`config.mk`:
```
export PLATFORM = sky130hd
export DESIGN_NAME = spi_slave_capture
export DESIGN_NICKNAME = d
export VERILOG_FILES = /design/src/rtl/spi_slave_capture.sv
export SDC_FILE = /design/constraint.sdc
export NUM_CORES = 1
export LEC_CHECK = 0
export CORE_AREA = 2 2 105 107
export CTS_BUF_LIST = sky130_fd_sc_hd__clkbuf_4 sky130_fd_sc_hd__clkbuf_8 sky130_fd_sc_hd__clkbuf_16
export DETAILED_ROUTE_END_ITERATION = 12
export DIE_AREA = 0 0 107 109
export SYNTH_ARGS = -nofsm -noshare
export SYNTH_HDL_FRONTEND = slang
export SYNTH_SLANG_ARGS = --single-unit
```
`constraint.sdc`:
```
create_clock -name pclk -period 6.9 [get_ports pclk]
set_input_delay 1.725 -clock pclk [delete_from_list [all_inputs] [get_ports pclk]]
set_output_delay 1.725 -clock pclk [all_outputs]
set_load 0.05 [all_outputs]
```
`src/rtl/spi_slave_capture.sv`:
```
// SPI slave capture: synchronises an external SPI bus into pclk, shifts in
// full-duplex MOSI/MISO words and queues them as bit-order-normalised pairs.
module spi_slave_capture #(
    parameter int DATA_WIDTH  = 8,
    parameter int FIFO_DEPTH  = 4,
    parameter int SYNC_STAGES = 2
) (
    input  logic                          pclk,
    input  logic                          areset,
    input  logic                          cfg_cpol,
    input  logic                          cfg_cpha,
    input  logic                          cfg_lsb_first,
    input  logic                          sclk,
    input  logic                          cs,
    input  logic                          mosi0,
    input  logic                          miso0,
    output logic                          out_valid,
    input  logic                          out_ready,
    output logic [DATA_WIDTH-1:0]         out_mosi,
    output logic [DATA_WIDTH-1:0]         out_miso,
    output logic [$clog2(FIFO_DEPTH):0]   fifo_count,
    output logic                          overflow,
    output logic                          frame_abort
);

    localparam int AW = $clog2(FIFO_DEPTH);
    localparam int CW = $clog2(DATA_WIDTH + 1);

    typedef enum logic {
        IDLE   = 1'b0,
        ACTIVE = 1'b1
    } state_t;

    logic [SYNC_STAGES-1:0] sclk_sync_q;
    logic [SYNC_STAGES-1:0] cs_sync_q;
    logic [SYNC_STAGES-1:0] mosi_sync_q;
    logic [SYNC_STAGES-1:0] miso_sync_q;
    logic                   sclk_prev_q;
    logic                   cs_prev_q;

    logic sclk_s, cs_s, mosi_s, miso_s;
    logic sclk_rise, sclk_fall, cs_rise, cs_fall;

    state_t                state_q, state_d;
    logic                  cpol_q, cpol_d;
    logic                  cpha_q, cpha_d;
    logic                  lsb_q, lsb_d;
    logic [CW-1:0]         cnt_q, cnt_d;
    logic [DATA_WIDTH-1:0] shm_q, shm_d;
    logic [DATA_WIDTH-1:0] shs_q, shs_d;
    logic                  abort_q, abort_d;
    logic                  push;
    logic                  sample_edge;
    logic                  word_done;

    logic [DATA_WIDTH-1:0] mem_mosi_q [FIFO_DEPTH];
    logic [DATA_WIDTH-1:0] mem_miso_q [FIFO_DEPTH];
    logic [AW-1:0]         wr_ptr_q, rd_ptr_q;
    logic [AW:0]           count_q;
    logic                  ovf_q;
    logic                  pop, full, push_ok;

    // Synchroniser reset values make an idle bus look like sclk=0, cs=1.
    always_ff @(posedge pclk) begin
        if (areset) begin
            sclk_sync_q <= '0;
            cs_sync_q   <= '1;
            mosi_sync_q <= '0;
            miso_sync_q <= '0;
            sclk_prev_q <= 1'b0;
            cs_prev_q   <= 1'b1;
        end else begin
            sclk_sync_q <= {sclk_sync_q[SYNC_STAGES-2:0], sclk};
            cs_sync_q   <= {cs_sync_q[SYNC_STAGES-2:0], cs};
            mosi_sync_q <= {mosi_sync_q[SYNC_STAGES-2:0], mosi0};
            miso_sync_q <= {miso_sync_q[SYNC_STAGES-2:0], miso0};
            sclk_prev_q <= sclk_s;
            cs_prev_q   <= cs_s;
        end
    end

    assign sclk_s    = sclk_sync_q[SYNC_STAGES-1];
    assign cs_s      = cs_sync_q[SYNC_STAGES-1];
    assign mosi_s    = mosi_sync_q[SYNC_STAGES-1];
    assign miso_s    = miso_sync_q[SYNC_STAGES-1];
    assign sclk_rise = sclk_s & ~sclk_prev_q;
    assign sclk_fall = ~sclk_s & sclk_prev_q;
    assign cs_rise   = cs_s & ~cs_prev_q;
    assign cs_fall   = ~cs_s & cs_prev_q;

    assign sample_edge = (cpol_q ^ cpha_q) ? sclk_fall : sclk_rise;
    assign word_done   = (cnt_q == CW'(DATA_WIDTH));

    always_ff @(posedge pclk) begin
        if (areset) begin
            state_q <= IDLE;
            cpol_q  <= 1'b0;
            cpha_q  <= 1'b0;
            lsb_q   <= 1'b0;
            cnt_q   <= '0;
            shm_q   <= '0;
            shs_q   <= '0;
            abort_q <= 1'b0;
        end else begin
            state_q <= state_d;
            cpol_q  <= cpol_d;
            cpha_q  <= cpha_d;
            lsb_q   <= lsb_d;
            cnt_q   <= cnt_d;
            shm_q   <= shm_d;
            shs_q   <= shs_d;
            abort_q <= abort_d;
        end
    end

    // A full word is pushed one cycle after its last bit; the slow sclk
    // guarantees no sampling edge lands in that push cycle.
    always_comb begin
        state_d = state_q;
        cpol_d  = cpol_q;
        cpha_d  = cpha_q;
        lsb_d   = lsb_q;
        cnt_d   = cnt_q;
        shm_d   = shm_q;
        shs_d   = shs_q;
        abort_d = 1'b0;
        push    = 1'b0;
        case (state_q)
            IDLE: begin
                cnt_d = '0;
                if (cs_fall) begin
                    state_d = ACTIVE;
                    cpol_d  = cfg_cpol;
                    cpha_d  = cfg_cpha;
                    lsb_d   = cfg_lsb_first;
                    shm_d   = '0;
                    shs_d   = '0;
                end
            end
            ACTIVE: begin
                if (word_done) begin
                    push  = 1'b1;
                    cnt_d = '0;
                end else if (sample_edge) begin
                    if (lsb_q) begin
                        shm_d = {mosi_s, shm_q[DATA_WIDTH-1:1]};
                        shs_d = {miso_s, shs_q[DATA_WIDTH-1:1]};
                    end else begin
                        shm_d = {shm_q[DATA_WIDTH-2:0], mosi_s};
                        shs_d = {shs_q[DATA_WIDTH-2:0], miso_s};
                    end
                    cnt_d = cnt_q + CW'(1);
                end
                if (cs_rise) begin
                    state_d = IDLE;
                    abort_d = !word_done && (cnt_q != '0);
                    cnt_d   = '0;
                    shm_d   = '0;
                    shs_d   = '0;
                end
            end
            default: state_d = IDLE;
        endcase
    end

    assign pop     = out_valid & out_ready;
    assign full    = (count_q == (AW+1)'(FIFO_DEPTH));
    assign push_ok = push & (~full | pop);

    always_ff @(posedge pclk) begin
        if (areset) begin
            wr_ptr_q <= '0;
            rd_ptr_q <= '0;
            count_q  <= '0;
            ovf_q    <= 1'b0;
        end else begin
            if (push_ok) wr_ptr_q <= wr_ptr_q + AW'(1);
            if (pop)     rd_ptr_q <= rd_ptr_q + AW'(1);
            if (push_ok && !pop)      count_q <= count_q + (AW+1)'(1);
            else if (!push_ok && pop) count_q <= count_q - (AW+1)'(1);
            if (push && full && !pop) ovf_q <= 1'b1;
        end
    end

    always_ff @(posedge pclk) begin
        if (push_ok) begin
            mem_mosi_q[wr_ptr_q] <= shm_q;
            mem_miso_q[wr_ptr_q] <= shs_q;
        end
    end

    // Head data is gated so the outputs read zero whenever the FIFO is empty.
    assign out_valid   = (count_q != '0);
    assign out_mosi    = out_valid ? mem_mosi_q[rd_ptr_q] : '0;
    assign out_miso    = out_valid ? mem_miso_q[rd_ptr_q] : '0;
    assign fifo_count  = count_q;
    assign overflow    = ovf_q;
    assign frame_abort = abort_q;

endmodule
```
**Word-level counts from Yosys, hierarchy flattened**

Memory sizes are Yosys's and may differ from the RTL's. A register that Yosys moved wholly into a read port is not among the register bits.
Cells that the tools add are included.

- RAM bits: 64
- Word-level logic and storage cells: 91
- ROM bits: 0
- Bits in latches: 0
- Input port bits: 10
- Register bits after elaboration: 43
- Output and inout bits: 22
- Memories kept: 2

Memory list:

| name | words | bits a word | rd ports | clocked after memory_dff | wr ports | line | text |
|---|---|---|---|---|---|---|---|
| mem_miso_q | 4 | 8 | 1 | 1 | 1 | 57 | `logic [DATA_WIDTH-1:0] mem_miso_q [FIFO_DEPTH];` |
| mem_mosi_q | 4 | 8 | 1 | 1 | 1 | 56 | `logic [DATA_WIDTH-1:0] mem_mosi_q [FIFO_DEPTH];` |

- Bitwise gates (word level): 15
- $lt $le $gt $ge: 0
- Reduce and logical (&&, ||, !) cells: 14
- Add/subtract/negate cells: 5
- Multiply operators: 0
- Divide/modulo/power cells: 0
- Shift operators: 0
- Multiplexer cells: 31
- Equality and inequality tests: 6

Operators by type and width:

| operator | count |
|---|---|
| 8-bit 2-to-1 mux | 11 |
| 8-bit case mux with 2 select lines | 2 |
| 4-bit 2-to-1 mux | 3 |
| 2-bit 2-to-1 mux | 4 |
| 4-bit case mux with 2 select lines | 1 |
| 1-bit 2-to-1 mux | 7 |
| 1-bit NOT | 7 |
| 1-bit bitwise AND | 6 |
| 3-bit 2-to-1 mux | 2 |
| 1-bit logical AND | 5 |
| 2-bit by 1-bit adder with 2-bit output (second input constant) | 2 |
| 4-bit by 1-bit adder with 4-bit output (second input constant) | 1 |
| 4-bit == test (second input constant) | 1 |
| 4-bit by 2-bit inequality test with 1-bit output (second input constant) | 1 |
| 4-bit nonzero test | 1 |
| 3-bit by 1-bit adder with 3-bit output (second input constant) | 1 |
| 3-bit == test (second input constant) | 1 |
| 1-bit logical NOT | 3 |
| 3-bit by 2-bit inequality test with 1-bit output (second input constant) | 1 |
| 3-bit inequality test (second input constant) | 1 |
| 3-bit AND reduction | 1 |
| 3-bit nonzero test | 1 |
| 3-bit OR reduction | 1 |
| 3-bit by 1-bit subtractor with 3-bit output (second input constant) | 1 |
| other kinds (6) | 6 |

**Depth between registers and ports, before layout**

- Depth in word-level cells: 8
- Gate-level depth with buffers: 12
- Depth with buffers taken out: 10

**Least setup slack after synthesis**

OpenSTA, ideal clock, no wires.

- Path type: register to output
- Start: reg count_q[0], in the netlist fifo_count[0]
- End: out out_miso[0]
- Arrival time: 2,207 ps
- Data required time: 5,175 ps
- Cell stages (with the launch flop): 5
- Path buffers: 2
- Setup slack: 2,968 ps
- Path through: dfxtp_1 or3_1 clkbuf_1 clkbuf_1 and2_1

- Cells in the longest elaborated chain, start to end: 2

RTL lines:

| element | line | text |
|---|---|---|
| start, declared | 59 | `logic [AW:0] count_q;` |
| start signal, assigned | 179 | `if (push_ok && !pop) count_q <= count_q + (AW+1)'(1);` |
| start signal, assigned | 180 | `else if (!push_ok && pop) count_q <= count_q - (AW+1)'(1);` |
| 3-bit nonzero test | 193 | `assign out_valid = (count_q != '0);` |
| named net out_valid | 17 | `output logic out_valid,` |
| 8-bit 2-to-1 mux | 195 | `assign out_miso = out_valid ? mem_miso_q[rd_ptr_q] : '0;` |
| end, declared | 20 | `output logic [DATA_WIDTH-1:0] out_miso,` |

The timed path passes the listed nets, and every way through them passes these cells.

==> metrics <==
vias in the first global route=2518; Final setup violation count=0; R2R Setup Slk=4230 ps; post-synth top area share=41.3%; Most used DFF post-synth=edfxtp_1; worst setup margin=2640 ps; Fill cells=963; critical path class=flop to output port; Core Box Area=10600 um2; FF+latch count, synth=109; DP Cell Count=481; Max Fclk=0.235 GHz; WL per Instance=15.8 um; Synth area leaders=edfxtp_1 41%, dfxtp_1 19%, mux4_2 7.7%; R2R depth=7; Slew Viols, Final=0; Die Span Y=109 um; HP Start=cs_sync_q[0]; GPL Wtd Cong=0.716; DRT Pass-1 Iters=4; final hold violation count=0; clock share of power=33.0%; gr usage total=14.5%; initial antenna violation count=0; row count=38; Final Critical Period=4260 ps; TritonCTS clock tree=yes; post-DP HPWL=4830 um; cells after synthesis=331; starting density of the core=43.9%; Final Skew=15.4 ps; Net Count, Synth=349; leading area contributor after synthesis=edfxtp_1; final WL=7840 um; post-synthesis sequential area ratio=60.7%; FFs w/ async S/R, synth=0%; CTS Buffer Depth=2; Syn-to-layout area delta=11.9%; Final TNS setup=0 ps; critical path launch point type=flop; CTS resizes=0; area of the die=11700 um2; busiest grt layer=met2; grt met1 use=21.0%; first-pass GRT wire length=13100 um; RSZ-0062 raised after global routing=false; clock transition at the registers of the reported paths=100 ps; final core utilization=49.1%; Die Span X=107 um; Max-Cap Viols=0; status=complete, no violations; Crit path required time=5180 ps; Clk Latency, worst-skew pair=360 ps; switching share of power=21.8%; Port Buffer Count=31; hold path endpoint=cs_sync_q[1]; syn_area_per_cell=14.1 um2; nets@finish=370; hold_buf cts=0; period utilization=61.8%; I/O pin total=32; DRC violations left=0; EDFF count, synth=64; Vias/cell=5.29; P_leak=0.00174 uW; Post-DRT Antenna Nets=0; non-filler cells, final=497; crit-path max FO=16; Power Density=205 nW/um2; Hold Path Class=flop to flop; Synth top cells by count=64 x edfxtp_1, 45 x dfxtp_1, 25 x nor2b_1; Warnings, synthesis=0; pre-CTS setup slack=2750 ps; Logic pwr share=2.4%; Slew HR=17.6%; Iteration-0 DRC Markers=133; Synth Cell Area=4650 um2; R2R Path End=fifo_count[2]; ANT cells=0; VDD IR max=0.132 mV; H-tree levels=3; Vias=2629; Worst Tran Pin Value=1230 ps; total grt overflow=0; CP endpoint kind=output port; sw power=232 uW; layout cells sized above 1=17.6%; largest net degree at the start of global routing=33; grt met2 use=22.4%; clock sink count=109; crit path DAT=2540 ps; CTS buffer count=9; Sequential Power Share=64.6%; unique cell type count in the Yosys netlist=44; WHS Path Cells=1; number of setup buffers added after CTS=0; R2R Path Start=state_q; Internal=833 uW; top-count cell post-synth=edfxtp_1; met3 Track Usage GR=2.33%; Root Buffer=clkbuf_8
[layout make-up]
class,instances,area [um2],area share [%]
flip-flops and latches,109,2820,54.2
multi-input cells,194,1690,32.4
repair buffers,33,325,6.25
well taps,140,175,3.36
clock buffers,10,131,2.52
clock inverters,6,47.5,0.913
inverters,5,18.8,0.360
[per-layer routing]
layer	routed length, um	vias up	part of all wire [%]
met2	3610	40	46
met5	0	-	0
met4	107	0	1.4
met1	3910	1314	50
li1	-	1265	-
met3	209	10	2.7
[worst max path at each step]
stage	start	to	slack (ps)	cells after the start
global placement	areset	shm_q[3]	2820	4
floorplan	fifo_count[0]	out_miso[0]	2970	4
global route	flop	out_miso[0]	2500	3
finish	flop	out_miso[1]	2640	3
detailed placement	areset	shm_q[6]	2750	4
CTS	flop	out_miso[1]	2600	3
[logic make-up (layout without fill, tap and decap cells)]
kind of cell	count (synthesis)	after routing	synth area share, %
AO/OA/AOI/OAI	40	40	6.59
XOR/XNOR	7	7	1.32
adder cells (fa/ha/maj)	8	8	2.31
buffers and inverters	28	54	3.12
flip-flops	109	109	60.7
multiplexers	39	39	13.2
AND/OR/NAND/NOR	100	100	12.8
[placed cells by master, fill, tap and decap left out, types with 3 or more instances in the layout]
| master | Yosys | layout |
|---|---|---|
| dfxtp_1 | 45 | 45 |
| or3_1 | 3 | 3 |
| nand2b_1 | 4 | 4 |
| and2_1 | 21 | 21 |
| or2_2 | 3 | 3 |
| nor2_1 | 13 | 12 |
| clkbuf_8 | 0 | 9 |
| xnor2_1 | 3 | 3 |
| o21ai_1 | 7 | 7 |
| nand3_1 | 17 | 17 |
| a32oi_1 | 16 | 16 |
| xor2_1 | 4 | 4 |
| nand2_1 | 4 | 4 |
| mux4_2 | 16 | 16 |
| ha_1 | 7 | 7 |
| nor2b_1 | 25 | 25 |
| o21ai_2 | 9 | 9 |
| clkdlybuf4s50_1 | 0 | 31 |
| mux2_2 | 12 | 12 |
| edfxtp_1 | 64 | 64 |
| mux2_1 | 4 | 4 |
| inv_1 | 5 | 5 |
| mux2i_1 | 6 | 6 |
[critical path, cell delays in order, from the launching register on]
cell and delay (ps):
dfxtp_1 890, mux4_2 410, and2_1 170, clkdlybuf4s50_1 690
[power by group through the flow]
stage | Clock, uW | Sequential [uW] | Combinational (uW)
floorplan | 0 | 700 | 20.7
global placement | 0 | 703 | 25.6
detailed placement | 0 | 703 | 26.0
CTS | 363 | 688 | 26.0
global route | 390 | 689 | 28.4
finish | 351 | 688 | 25.8
[state kept, by name (all words and copies together) (netlist names), 2 cells and up, named ones only]
signal / flops
cs_sync_q: 2
mem_mosi_q: 32
miso_sync_q: 2
mem_miso_q: 32
rd_ptr_q: 2
shm_q: 8
wr_ptr_q: 2
mosi_sync_q: 2
cnt_q: 4
shs_q: 8
fifo_count: 3
sclk_sync_q: 2
[through the flow]
stage | instance area, um2 | hold WS, ps | total power, uW
3_5_place_dp | 5030 | 396 | 729
5_1_grt | 5210 | 447 | 1110
4_1_cts | 5210 | 421 | 1080
3_3_place_gp | 5030 | 393 | 729
6_report | 5210 | 416 | 1070
2_1_floorplan | 4650 | 389 | 721
Power figures use the tool's default switching activity.
